$ cat config.mk
export PLATFORM = sky130hd
export DESIGN_NAME = cpu_sequencer
export DESIGN_NICKNAME = d
export VERILOG_FILES = /design/src/rtl/cpu_sequencer.sv
export SDC_FILE = /design/constraint.sdc
export NUM_CORES = 1
export LEC_CHECK = 0
export BUFFER_PORTS_ARGS = -buffer_cell sky130_fd_sc_hd__buf_4
export CORE_AREA = 2 2 39 41
export DETAILED_ROUTE_END_ITERATION = 6
export DIE_AREA = 0 0 41 43
export GPL_TIMING_DRIVEN = 0
export PLACE_DENSITY = 0.67
export SYNTH_ARGS = -nofsm -noshare
export SYNTH_HDL_FRONTEND = slang
export SYNTH_SLANG_ARGS = --single-unit
$ cat constraint.sdc
create_clock -name clk1 -period 1.32 [get_ports clk1]
set_clock_uncertainty 0.2 [all_clocks]
set_input_delay 0.066 -clock clk1 [delete_from_list [all_inputs] [get_ports clk1]]
set_output_delay 0.066 -clock clk1 [all_outputs]
set_load 0.01 [all_outputs]
$ cat src/rtl/cpu_sequencer.sv
// Instruction-cycle controller for the 8-bit accumulator CPU: steps the 8-phase
// fetch/execute sequence and decodes the control strobes for the datapath.
module cpu_sequencer (
    input  logic       clk1,
    input  logic       rst,
    input  logic       ena,
    input  logic [2:0] opcode,
    input  logic       zero,
    output logic       inc_pc,
    output logic       load_pc,
    output logic       load_acc,
    output logic       load_ir,
    output logic       rd,
    output logic       wr,
    output logic       datactl_ena,
    output logic       halt,
    output logic [2:0] phase
);

    typedef enum logic [3:0] {
        ST_IDLE, ST_S0, ST_S1, ST_S2, ST_S3, ST_S4, ST_S5, ST_S6, ST_S7, ST_HALT
    } state_t;

    localparam logic [2:0] OP_HLT  = 3'b000;
    localparam logic [2:0] OP_SKZ  = 3'b001;
    localparam logic [2:0] OP_ADD  = 3'b010;
    localparam logic [2:0] OP_ANDD = 3'b011;
    localparam logic [2:0] OP_XORR = 3'b100;
    localparam logic [2:0] OP_LDA  = 3'b101;
    localparam logic [2:0] OP_STO  = 3'b110;
    localparam logic [2:0] OP_JMP  = 3'b111;

    state_t state_q, state_d;
    logic   skip_q, skip_d;
    logic   is_alu;

    // Opcodes that fetch an operand and write the accumulator.
    assign is_alu = (opcode == OP_ADD) || (opcode == OP_ANDD) ||
                    (opcode == OP_XORR) || (opcode == OP_LDA);

    always_ff @(posedge clk1) begin
        if (!rst) begin
            state_q <= ST_IDLE;
            skip_q  <= 1'b0;
        end else begin
            state_q <= state_d;
            skip_q  <= skip_d;
        end
    end

    always_comb begin
        state_d     = state_q;
        skip_d      = skip_q;
        inc_pc      = 1'b0;
        load_pc     = 1'b0;
        load_acc    = 1'b0;
        load_ir     = 1'b0;
        rd          = 1'b0;
        wr          = 1'b0;
        datactl_ena = 1'b0;
        halt        = 1'b0;
        phase       = 3'd0;
        case (state_q)
            ST_IDLE: if (ena) state_d = ST_S0;
            ST_S0: begin
                phase   = 3'd0;
                rd      = 1'b1;
                load_ir = 1'b1;
                state_d = ST_S1;
            end
            ST_S1: begin
                phase   = 3'd1;
                rd      = 1'b1;
                load_ir = 1'b1;
                inc_pc  = 1'b1;
                state_d = ST_S2;
            end
            ST_S2: begin
                phase   = 3'd2;
                state_d = ST_S3;
            end
            ST_S3: begin
                phase   = 3'd3;
                inc_pc  = 1'b1;
                state_d = ST_S4;
            end
            ST_S4: begin
                phase   = 3'd4;
                state_d = (opcode == OP_HLT) ? ST_HALT : ST_S5;
            end
            ST_S5: begin
                phase   = 3'd5;
                rd      = is_alu;
                state_d = ST_S6;
            end
            ST_S6: begin
                phase       = 3'd6;
                rd          = is_alu;
                load_acc    = is_alu;
                load_pc     = (opcode == OP_JMP);
                datactl_ena = (opcode == OP_STO);
                if (opcode == OP_SKZ) skip_d = zero;
                state_d     = ST_S7;
            end
            ST_S7: begin
                phase       = 3'd7;
                wr          = (opcode == OP_STO);
                datactl_ena = (opcode == OP_STO);
                inc_pc      = (opcode == OP_SKZ) && skip_q;
                state_d     = ena ? ST_S0 : ST_IDLE;
            end
            ST_HALT: halt = 1'b1;  // sticky; only reset leaves
            default: state_d = ST_IDLE;
        endcase
        if (state_d == ST_S0) skip_d = 1'b0;
    end

endmodule

==> results.md <==
* Die Span Y at 43 µm
* Share of layout cells above drive strength 1 at 0.640
* Worst Max-Slew Pin Slew at 0.319 ns
* Initial antenna violation count at 0
* Final period util at 1.21
* Worst skew pair latency at 0.23 ns
* Startpoint types: register
* Clock Pin Slew Worst Setup and Hold Paths at 0.04 ns
* Failing checks: hold timing, setup timing
* Distinct cells, synth at 30
* PD cells at 662 nW/µm²
* Hold WC Path Type: primary input to register
* Most frequent cells in the layout: 27 x buf_4, 6 x buf_6, 4 x nor3_2, 4 x nand2b_1
* Total GRT Usage at 0.219
* Post-Syn Area at 514 µm²
* Max-slew violations at 0
* Most area-consuming cells after synthesis: dfxtp_1 19%, nand2b_1 7.3%, nor3_1 5.8%
* Final GP Congestion at approximately 0.85
* TritonCTS clock tree: yes
* Row count at 14
* Die ar. at 1760 µm²
* CORE AREA at 1380 µm²
* Pleak at 0.000408 µW
* Final hold slack at -0.0119 ns
* Area share of the largest cell type after synthesis at 0.195
* Die width at 41 µm
* Final-report setup violation count at 13
* Ys Warns at 0
* Synthesized instance count at 64
* Non-Filler Instances at around 120
* Max-cap viol count at 0
* Final worst-path setup slack at -0.279 ns
* Critical path peak fanout at 7
* Critical path type: register to output port
* Period minus WS final at 1.60 ns
* PortBufs at 17
* Final Net Count at about 110
* Seq cells post-synth at 5
* Worst path arrival time at 1.33 ns
* Hpwl dp at 968 µm
* Peak VDD IR at 0.000418 V
* Clock Sinks at 5
* Post-route DRC at 0
* CP required at 1.05 ns
* RSZ-0062 raised after global routing: true
* Routed Antenna Nets at 0
* Deepest clock path buffer count at 2
* Mapped Nets at 71
* CTS buffer count at 3
* Vias in the first global route at 607
* Commonest non-fill, non-tap cell in the layout: buf_4
* Crit. End Element: output port
* Largest net degree at the start of global routing at 10
* Worst slew margin at 0.786
* Root Buffer: clkbuf_4
* Total global routing overflow at 0
* Number of hold buffers added after cts at 2
* Vias per cell at 5.62
* Avg WL per Cell at 15.9 µm
* DRT Pass-1 Iters at 2
* H-tree Lvls at 1
* Vias at 652
* Synth area leader: dfxtp_1
* Outcome: finished, violations left
* Max Fclk at 625 MHz
* First DRT Iteration DRCs at 9
* Initial Util at 0.372
* P&R area growth vs syn at 84.7%
* Drt total wl at 1850 µm
* Design area at 950 µm²
* Placed Instance Area at 677 µm²
* Avg Cell Area, Syn at around 8 µm²
* I/O pin count at 18
* Layout Utilization at 0.686
* First-pass GRT wire length at 2620 µm
* Post-synthesis sequential area ratio at 0.195
* Hold Violations, Final at 1
* # diodes at 0
* Number of placed cells counting well taps at 97
-- cells by family (layout without fill, tap and decap cells) --
group | Yosys count | after routing | share of synthesized area
buffers and inverters | 6 | 42 | 0.0852
DFF | 5 | 5 | 0.195
AOI/OAI and AO/OA | 18 | 18 | 0.236
xor gates and xnor gates | 1 | 1 | 0.0170
muxes | 1 | 1 | 0.0195
and+or+nand+nor | 33 | 33 | 0.448
-- worst paths after layout --
| kind | from | endpoint | slack (ns) | cells past startpoint |
|---|---|---|---|---|
| hold / removal | opcode[2] | skip_q | -0.01 | 3 |
| setup / recovery | state_q[2] | phase[1] | -0.28 | 5 |
| setup reg to reg | state_q[1] | skip_q | -0.13 | 4 |
| hold reg to reg | skip_q | skip_q | 0.30 | 2 |
-- stage by stage --
stage | setup WS (ns) | total power [µW] | TNS, ns
after detailed placement | -0.154 | 350 | -0.676
after CTS | -0.218 | 603 | -1.78
after global placement | -0.143 | 347 | -0.618
after floorplan | -0.0629 | 278 | -0.0703
final | -0.279 | 628 | -2.08
after global routing | -0.323 | 671 | -2.96
-- metal layers --
metal | share of wire | up-vias | track usage | routed length, µm
met2 | 0.50 | 20 | 0.356 | 924
li1 | - | 308 | - | -
met4 | 0.036 | 0 | 0.140 | 67
met5 | 0 | - | 0 | 0
met1 | 0.42 | 318 | 0.255 | 784
met3 | 0.038 | 6 | 0.0209 | 70
-- power breakdown --
part / total (µW) / switching (µW) / internal, µW
sequential: 168 / 9.49 / 158
combinational: 293 / 136 / 157
clock: 167 / 53.7 / 114
total: 628 / 200 / 429
-- synth_stat cells (all sizes together) --
master	instances
nor3	7
nand2b	6
buf	5
dfxtp	5
o21ai	5
nand2	4
nor2b	4
a211oi	3
a21oi	3
nand3	3
nor2	2
nor3b	2
o21a	2
a21o	1
a311oi	1
inv	1
mux2i	1
nand3b	1
nand4b	1
nor4b	1
o211a	1
o211ai	1
o311a	1
or2	1
or4b	1
xor2	1
-- sequential cells by signal, indices dropped and copies added (netlist names) --
| name | count |
|---|---|
| skip_q | 1 |
| state_q | 4 |
-- what timing repair did --
action	4_1_cts	5_1_grt
resized for setup	33	4
setup buffers	8	3
endpoints found under the setup margin	14	15
hold endpoints to repair	5	1
cloned	2	0
pin swaps	10	2
-- worst max-delay path, stage by stage (launching register included) --
cell and delay, ns:
dfxtp_4 0.37, buf_6 0.14, nor2b_4 0.13, o21ai_0 0.20, o21ai_1 0.11, buf_4 0.15
-- area by class of cell --
type | count | area, µm²
Sequential cell | 5 | 110
Tap cell | 16 | 20.0
Buffer | 5 | 60.1
Multi-Input combinational cell | 53 | 479
Timing Repair Buffer | 32 | 250
Fill cell | 113 | 434
Clock buffer | 4 | 26.3
Inverter | 1 | 3.75
(Power assumes the default switching activity.)
